--- src/rtl/simplebus_pkg.sv ---
// Shared constants, state encoding and parity helper for the simplebus master.
package simplebus_pkg;

  localparam logic [7:0] CMD_READ  = 8'h02;
  localparam logic [7:0] CMD_WRITE = 8'h03;
  localparam logic [7:0] ACK_READ  = 8'h82;
  localparam logic [7:0] ACK_WRITE = 8'h83;

  localparam int ADDR_BYTES = 4;
  localparam int DATA_BYTES = 8;
  // Bytes that follow the command byte: address, sel, write data (reads stop after address).
  localparam int TX_TAIL_BYTES = ADDR_BYTES + 1 + DATA_BYTES;
  localparam int TX_SHIFT_W    = TX_TAIL_BYTES * 8;

  typedef enum logic [2:0] {
    ST_IDLE,
    ST_TX,
    ST_WAIT_ACK,
    ST_RX_DATA,
    ST_RESP
  } state_t;

  function automatic logic bus_parity(input logic [7:0] b);
    return ~^b;
  endfunction

endpackage

--- src/rtl/simplebus_rr_arb2.sv ---
// Two-way round-robin arbiter: pointer starts at requester 0 and moves to the
// loser after every grant taken with the advance strobe.
module simplebus_rr_arb2 (
  input  logic       clk,
  input  logic       rst_n,
  input  logic [1:0] valid,
  input  logic       advance,
  output logic [1:0] grant
);

  logic ptr_reg;

  always_comb begin
    grant = 2'b00;
    if (valid[ptr_reg]) begin
      grant[ptr_reg] = 1'b1;
    end else if (valid[~ptr_reg]) begin
      grant[~ptr_reg] = 1'b1;
    end
  end

  always_ff @(posedge clk) begin
    if (!rst_n) begin
      ptr_reg <= 1'b0;
    end else if (advance && (grant != 2'b00)) begin
      ptr_reg <= ~grant[1];
    end
  end

endmodule

--- src/rtl/simplebus_master_arb.sv ---
// Two-requester master for the 8-bit parity-protected simplebus.
// Optional device parity checking is enabled with SIMPLEBUS_PARITY_CHECK_EN.
module simplebus_master_arb
  import simplebus_pkg::*;
#(
  parameter int TIMEOUT_CYCLES = 256,
  parameter int NUM_REQ        = 2
) (
  input  logic                  clk,
  input  logic                  rst_n,
  input  logic [NUM_REQ-1:0]    req_valid,
  input  logic [NUM_REQ-1:0]    req_we,
  input  logic [32*NUM_REQ-1:0] req_addr,
  input  logic [8*NUM_REQ-1:0]  req_sel,
  input  logic [64*NUM_REQ-1:0] req_wdata,
  output logic [NUM_REQ-1:0]    req_ready,
  output logic [NUM_REQ-1:0]    resp_valid,
  output logic [63:0]           resp_rdata,
  output logic                  resp_err,
  output logic [7:0]            ext_bus_out,
  output logic                  ext_bus_pty_out,
  input  logic [7:0]            ext_bus_in,
  input  logic                  ext_bus_pty_in
);

  localparam logic [15:0] TIMEOUT_LOAD = 16'(TIMEOUT_CYCLES);

  state_t state_reg, state_next;

  logic [3:0]            cnt_reg;
  logic [15:0]           timer_reg;
  logic [TX_SHIFT_W-1:0] tx_shift_reg;
  logic [7:0]            bus_out_reg;
  logic [63:0]           rdata_reg;
  logic                  err_reg;
  logic                  owner_reg;
  logic                  we_reg;

  logic [1:0]  grant;
  logic        gidx;
  logic [31:0] addr_arr  [NUM_REQ];
  logic [7:0]  sel_arr   [NUM_REQ];
  logic [63:0] wdata_arr [NUM_REQ];

  for (genvar gi = 0; gi < NUM_REQ; gi++) begin : g_unpack
    assign addr_arr[gi]  = req_addr[32*gi +: 32];
    assign sel_arr[gi]   = req_sel[8*gi +: 8];
    assign wdata_arr[gi] = req_wdata[64*gi +: 64];
  end

  simplebus_rr_arb2 u_arb (
    .clk     (clk),
    .rst_n   (rst_n),
    .valid   (req_valid),
    .advance (state_reg == ST_IDLE),
    .grant   (grant)
  );

  assign gidx = grant[1];

  logic pty_bad;
`ifdef SIMPLEBUS_PARITY_CHECK_EN
  assign pty_bad = (ext_bus_pty_in != bus_parity(ext_bus_in));
`else
  logic unused_pty;
  assign unused_pty = ext_bus_pty_in;
  assign pty_bad    = 1'b0;
`endif

  // A WAIT_ACK cycle ends on any nonzero byte, a parity error or the last timeout tick.
  logic [7:0] exp_ack;
  logic       byte_zero;
  logic       wait_done;
  logic       wait_err;

  assign exp_ack   = we_reg ? ACK_WRITE : ACK_READ;
  assign byte_zero = (ext_bus_in == 8'h00);
  assign wait_done = pty_bad || !byte_zero || (timer_reg == 16'd1);
  assign wait_err  = pty_bad || (!byte_zero && (ext_bus_in != exp_ack)) ||
                     (byte_zero && (timer_reg == 16'd1));

  always_ff @(posedge clk) begin
    if (!rst_n) begin
      state_reg <= ST_IDLE;
    end else begin
      state_reg <= state_next;
    end
  end

  always_comb begin
    state_next = state_reg;
    req_ready  = '0;
    resp_valid = '0;
    resp_rdata = '0;
    resp_err   = 1'b0;
    case (state_reg)
      ST_IDLE: begin
        req_ready = rst_n ? grant : '0;
        if (grant != 2'b00) state_next = ST_TX;
      end
      ST_TX: begin
        if (cnt_reg == 4'd0) state_next = ST_WAIT_ACK;
      end
      ST_WAIT_ACK: begin
        if (wait_done) state_next = (wait_err || we_reg) ? ST_RESP : ST_RX_DATA;
      end
      ST_RX_DATA: begin
        if (cnt_reg == 4'd0) state_next = ST_RESP;
      end
      ST_RESP: begin
        state_next            = ST_IDLE;
        resp_valid[owner_reg] = 1'b1;
        resp_rdata            = err_reg ? 64'd0 : rdata_reg;
        resp_err              = err_reg;
      end
      default: state_next = ST_IDLE;
    endcase
  end

  always_ff @(posedge clk) begin
    if (!rst_n) begin
      cnt_reg      <= '0;
      timer_reg    <= '0;
      tx_shift_reg <= '0;
      bus_out_reg  <= '0;
      rdata_reg    <= '0;
      err_reg      <= 1'b0;
      owner_reg    <= 1'b0;
      we_reg       <= 1'b0;
    end else begin
      case (state_reg)
        ST_IDLE: begin
          if (grant != 2'b00) begin
            owner_reg    <= gidx;
            we_reg       <= req_we[gidx];
            bus_out_reg  <= req_we[gidx] ? CMD_WRITE : CMD_READ;
            tx_shift_reg <= {wdata_arr[gidx], sel_arr[gidx], addr_arr[gidx]};
            cnt_reg      <= req_we[gidx] ? 4'(TX_TAIL_BYTES) : 4'(ADDR_BYTES);
            rdata_reg    <= '0;
            err_reg      <= 1'b0;
          end
        end
        ST_TX: begin
          if (cnt_reg == 4'd0) begin
            bus_out_reg <= 8'h00;
            timer_reg   <= TIMEOUT_LOAD;
          end else begin
            bus_out_reg  <= tx_shift_reg[7:0];
            tx_shift_reg <= tx_shift_reg >> 8;
            cnt_reg      <= cnt_reg - 4'd1;
          end
        end
        ST_WAIT_ACK: begin
          timer_reg <= timer_reg - 16'd1;
          if (wait_err) err_reg <= 1'b1;
          if (wait_done && !wait_err && !we_reg) cnt_reg <= 4'(DATA_BYTES - 1);
        end
        ST_RX_DATA: begin
          rdata_reg <= {ext_bus_in, rdata_reg[63:8]};
          cnt_reg   <= cnt_reg - 4'd1;
          if (pty_bad) err_reg <= 1'b1;
        end
        default: begin
        end
      endcase
    end
  end

  assign ext_bus_out     = bus_out_reg;
  assign ext_bus_pty_out = bus_parity(bus_out_reg);

endmodule

--- config.mk ---
export PLATFORM = sky130hd
export DESIGN_NAME = simplebus_master_arb
export DESIGN_NICKNAME = d
export VERILOG_FILES = /design/src/rtl/simplebus_pkg.sv /design/src/rtl/simplebus_rr_arb2.sv /design/src/rtl/simplebus_master_arb.sv
export SDC_FILE = /design/constraint.sdc
export NUM_CORES = 1
export LEC_CHECK = 0
export ABC_AREA = 1
export CELL_PAD_IN_SITES_DETAIL_PLACEMENT = 0
export CELL_PAD_IN_SITES_GLOBAL_PLACEMENT = 1
export CORE_AREA = 4 4 192 194
export CTS_CLUSTER_DIAMETER = 100
export DETAILED_ROUTE_END_ITERATION = 10
export DIE_AREA = 0 0 196 198
export PLACE_DENSITY = 0.88
export SYNTH_ARGS = -nofsm -noshare
export SYNTH_HDL_FRONTEND = slang
export SYNTH_SLANG_ARGS = --single-unit
--- constraint.sdc ---
create_clock -name clk -period 1.54 [get_ports clk]
set_input_delay 0.308 -clock clk [delete_from_list [all_inputs] [get_ports clk]]
set_output_delay 0.308 -clock clk [all_outputs]
set_load 0.03 [all_outputs]
==> run_summary.xml <==
<?xml version="1.0" encoding="UTF-8"?>
<metrics>
  <group name="logic_synthesis">
    <metric name="synth_simple_gate_area_share" unit="%">35.2</metric>
    <metric name="synth_compound_gate_area_share" unit="%">17.2</metric>
    <metric name="syn_area_per_cell" unit="um2">6.44</metric>
    <metric name="main_combinational_cell_family_by_area_after_synthesis" unit="">simple AND/OR/NAND/NOR gates</metric>
    <metric name="synth-warning-count" unit="">0</metric>
    <metric name="yosys.area_share.adder" unit="%">0.479</metric>
    <metric name="netlist-cell-type-count" unit="">34</metric>
    <metric name="yosysSeqAreaShare" unit="%">38.9</metric>
    <metric name="post_synth_instance_area" unit="um2">10500</metric>
    <metric name="yosys.area_share.xor_xnor" unit="%">0.670</metric>
    <metric name="post_synthesis_cells" unit="">1624</metric>
    <metric name="synth.area.mux_share" unit="%">0</metric>
    <metric name="syn-num-nets" unit="">1851</metric>
    <metric name="postSynthRegisterBits" unit="">203</metric>
  </group>
  <group name="worst_setup_path">
    <metric name="worst-path-max-fanout" unit="">6</metric>
    <metric name="end_kind" unit="">output port</metric>
    <metric name="worst_ep_required_time" unit="ns">1.23</metric>
    <metric name="critical_path_class" unit="">register to output port</metric>
    <metric name="startpoint_type" unit="">register</metric>
    <metric name="arrival" unit="ns">1.87</metric>
  </group>
  <group name="layout">
    <metric name="multi_input_area" unit="um2">7950</metric>
    <metric name="area_growth" unit="%">84.6</metric>
    <metric name="final_design_area_no_fill" unit="um2">19300</metric>
    <metric name="largest_reg_flops" unit="">104</metric>
    <metric name="nets" unit="">2221</metric>
    <metric name="layout.area.seq" unit="um2">4080</metric>
    <metric name="filler_cell_count" unit="">3063</metric>
    <metric name="layout.cells.most_common" unit="">sky130_fd_sc_hd__nand2_1</metric>
    <metric name="final_layout_size_suffix_gt1_share" unit="%">34.9</metric>
    <metric name="layout_common_cells" unit="">289 x sky130_fd_sc_hd__nand2_1, 221 x sky130_fd_sc_hd__nor2_1, 219 x sky130_fd_sc_hd__clkdlybuf4s50_1</metric>
  </group>
  <group name="drt">
    <metric name="drt-wirelength-per-cell" unit="um">17.8</metric>
    <metric name="vias" unit="">12700</metric>
    <metric name="drt_pre_antenna_iters" unit="">5</metric>
    <metric name="ant_nets" unit="">0</metric>
    <metric name="remaining_drc_errors" unit="">0</metric>
    <metric name="drt-vias-per-instance" unit="">5.12</metric>
    <metric name="routed_wirelength" unit="mm">44.2</metric>
    <metric name="dr.first_iter.drc_count" unit="">717</metric>
  </group>
  <group name="flow_run">
    <metric name="cap_violations" unit="">0</metric>
  </group>
  <group name="die">
    <metric name="floorplan.die.height" unit="um">198</metric>
    <metric name="num_rows" unit="">69</metric>
    <metric name="fp.dieW" unit="um">196</metric>
    <metric name="die_ar" unit="um2">38800</metric>
    <metric name="start_util" unit="%">29.7</metric>
    <metric name="floorplan.io_pins" unit="">301</metric>
    <metric name="core_region_area" unit="um2">35200</metric>
  </group>
  <group name="cts">
    <metric name="insertion_delay" unit="ns">0.52</metric>
    <metric name="tritoncts" unit="">built</metric>
    <metric name="cts-htree-levels" unit="">1</metric>
    <metric name="cts-root-buf" unit="">sky130_fd_sc_hd__clkbuf_16</metric>
    <metric name="cts.reportedPaths.clkPinSlew" unit="ns">0.06</metric>
    <metric name="tritoncts.num_buffers" unit="">25</metric>
    <metric name="clk_path_buf_depth" unit="">3</metric>
    <metric name="cts_sinks" unit="">203</metric>
  </group>
  <group name="timing">
    <metric name="finalSetupViolations" unit="">273</metric>
    <metric name="final_hold_viol_count" unit="">0</metric>
    <metric name="grt_setup_unrepaired" unit="">yes</metric>
    <metric name="worst_slew_margin_rel" unit="%">56.7</metric>
    <metric name="final_max_slew_viol_count" unit="">0</metric>
    <metric name="setup_ws" unit="ns">-0.635</metric>
    <metric name="max_slew.worst_pin.slew" unit="ns">0.649</metric>
    <metric name="post-route-period-util" unit="%">141</metric>
    <metric name="hold_ws" unit="ns">0.316</metric>
    <metric name="final.min_clock_period" unit="ns">2.17</metric>
    <metric name="tns" unit="ns">-100.01</metric>
    <metric name="maxClockFrequency" unit="GHz">0.460</metric>
    <metric name="fin_worst_skew" unit="ns">0.0168</metric>
  </group>
  <group name="status">
    <metric name="status" unit="">finished with violations</metric>
    <metric name="failed_checks" unit="">negative setup slack</metric>
  </group>
  <group name="pwr">
    <metric name="power_leakage" unit="nW">7.13</metric>
    <metric name="ir_drop" unit="mV">0.997</metric>
    <metric name="p_per_area" unit="nW/um2">1880</metric>
  </group>
  <group name="global_routing">
    <metric name="globalRouteOverflowTotal" unit="">0</metric>
    <metric name="globalRouteTotalUtil" unit="%">20.0</metric>
    <metric name="grt_first_pass_wirelength" unit="mm">64.5</metric>
    <metric name="grt_max_degree" unit="">115</metric>
    <metric name="grt_pass1_vias" unit="">12400</metric>
    <metric name="grt_antenna_before_repair" unit="">7</metric>
  </group>
  <group name="min_path">
    <metric name="min_delay_worst_type" unit="">input pin to register</metric>
  </group>
  <group name="placed_design">
    <metric name="placer_congestion" unit="">0.888</metric>
    <metric name="place.detailed.hpwl" unit="mm">26.6</metric>
    <metric name="place_area" unit="um2">14800</metric>
    <metric name="port_buffers" unit="">299</metric>
  </group>
</metrics>
==> final cells by class <==
| class | instances | share of cell area (%) |
|---|---|---|
| multi-input cells | 1237 | 41.2 |
| inverters | 51 | 1.19 |
| diodes | 5 | 0.0648 |
| flip-flops and latches | 203 | 21.1 |
| clock inverters | 10 | 0.707 |
| repair buffers | 475 | 29.1 |
| repair inverters | 1 | 0.0583 |
| well taps | 461 | 2.99 |
| clock buffers | 33 | 3.55 |
==> cells by family (layout without fill, tap and decap cells) <==
family,after synthesis,count (layout)
other,0,5
XOR/XNOR,8,8
flip-flops,203,203
buffers and inverters,184,570
AND/OR/NAND/NOR,898,898
adder cells (fa/ha/maj),4,4
AO/OA/AOI/OAI,327,327
==> per-layer routing <==
layer	up-vias	wire, um	global-route usage, %
met3	94	2890	3.86
li1	6139	-	-
met2	481	22300	34.6
met5	-	27	0
met1	5959	17400	24.8
met4	4	1590	7.03
==> per-stage QoR <==
step | cells | setup WS (ns) | utilization [%] | power (W)
after floorplan | 1624 | -0.110 | - | 0.0155
after global placement | 2352 | -0.580 | 42.1 | 0.0199
after detailed placement | 2352 | -0.653 | 42.1 | 0.0201
after CTS | 2438 | -0.629 | 50.3 | 0.0325
after global routing | 2474 | -0.692 | 54.8 | 0.0381
final | 2476 | -0.635 | 54.8 | 0.0362
==> cell usage after synthesis, drive strengths merged <==
library cell | number | share of area (%)
clkinv | 1 | 0.048
o31ai | 1 | 0.072
nand3 | 175 | 8.4
buf | 52 | 2.8
o22ai | 1 | 0.060
a21oi | 100 | 4.8
nor4 | 1 | 0.060
xor2 | 2 | 0.17
nor3b | 1 | 0.072
nor2 | 401 | 15
ha | 4 | 0.48
o211ai | 9 | 0.65
a211oi | 3 | 0.22
nand2 | 312 | 11
inv | 50 | 1.8
xnor2 | 6 | 0.50
dfxtp | 203 | 39
nor3 | 5 | 0.29
a31oi | 99 | 5.9
nand4 | 1 | 0.060
clkbuf | 81 | 2.9
a2111oi | 1 | 0.084
o21ai | 113 | 5.4
or2 | 1 | 0.060
nand3b | 1 | 0.19
==> timing repair <==
item / in CTS / in global routing
buffers inserted: 30 / 34
resized for setup: 455 / 308
hold buffers: 0 / 0
pin swaps: 80 / 102
gates cloned: 15 / 14
setup endpoints to repair: 204 / 270
==> power breakdown <==
| part | leakage [nW] | switching, W | internal (W) | total, W |
|---|---|---|---|---|
| combinational | 5.06 | 0.0120 | 0.0105 | 0.0226 |
| clock | 0.407 | 0.00236 | 0.00362 | 0.00599 |
| sequential | 1.67 | 0.000980 | 0.00666 | 0.00764 |
| total | 7.13 | 0.0154 | 0.0208 | 0.0362 |
==> critical path, cell delays in order, from the launching register on <==
cell                      delay, ns
sky130_fd_sc_hd__dfxtp_2       0.33
sky130_fd_sc_hd__inv_2         0.06
sky130_fd_sc_hd__buf_6         0.10
sky130_fd_sc_hd__nand2_4       0.05
sky130_fd_sc_hd__nor2_4        0.10
sky130_fd_sc_hd__buf_6         0.13
sky130_fd_sc_hd__inv_8         0.05
sky130_fd_sc_hd__buf_12        0.14
sky130_fd_sc_hd__buf_8         0.14
sky130_fd_sc_hd__nor2_4        0.10
sky130_fd_sc_hd__buf_6         0.14
==> worst paths after layout <==
check	from	endpoint	slack [ns]	cells after the start
setup / recovery	state_reg[0]	resp_rdata[32]	-0.63	10
setup reg to reg	state_reg[2]	tx_shift_reg[74]	-0.53	15
hold / removal	rst_n	tx_shift_reg[103]	0.32	4
hold reg to reg	tx_shift_reg[4]	ext_bus_out[4]	0.46	2
Note: power is estimated with default switching activity, not from simulation.
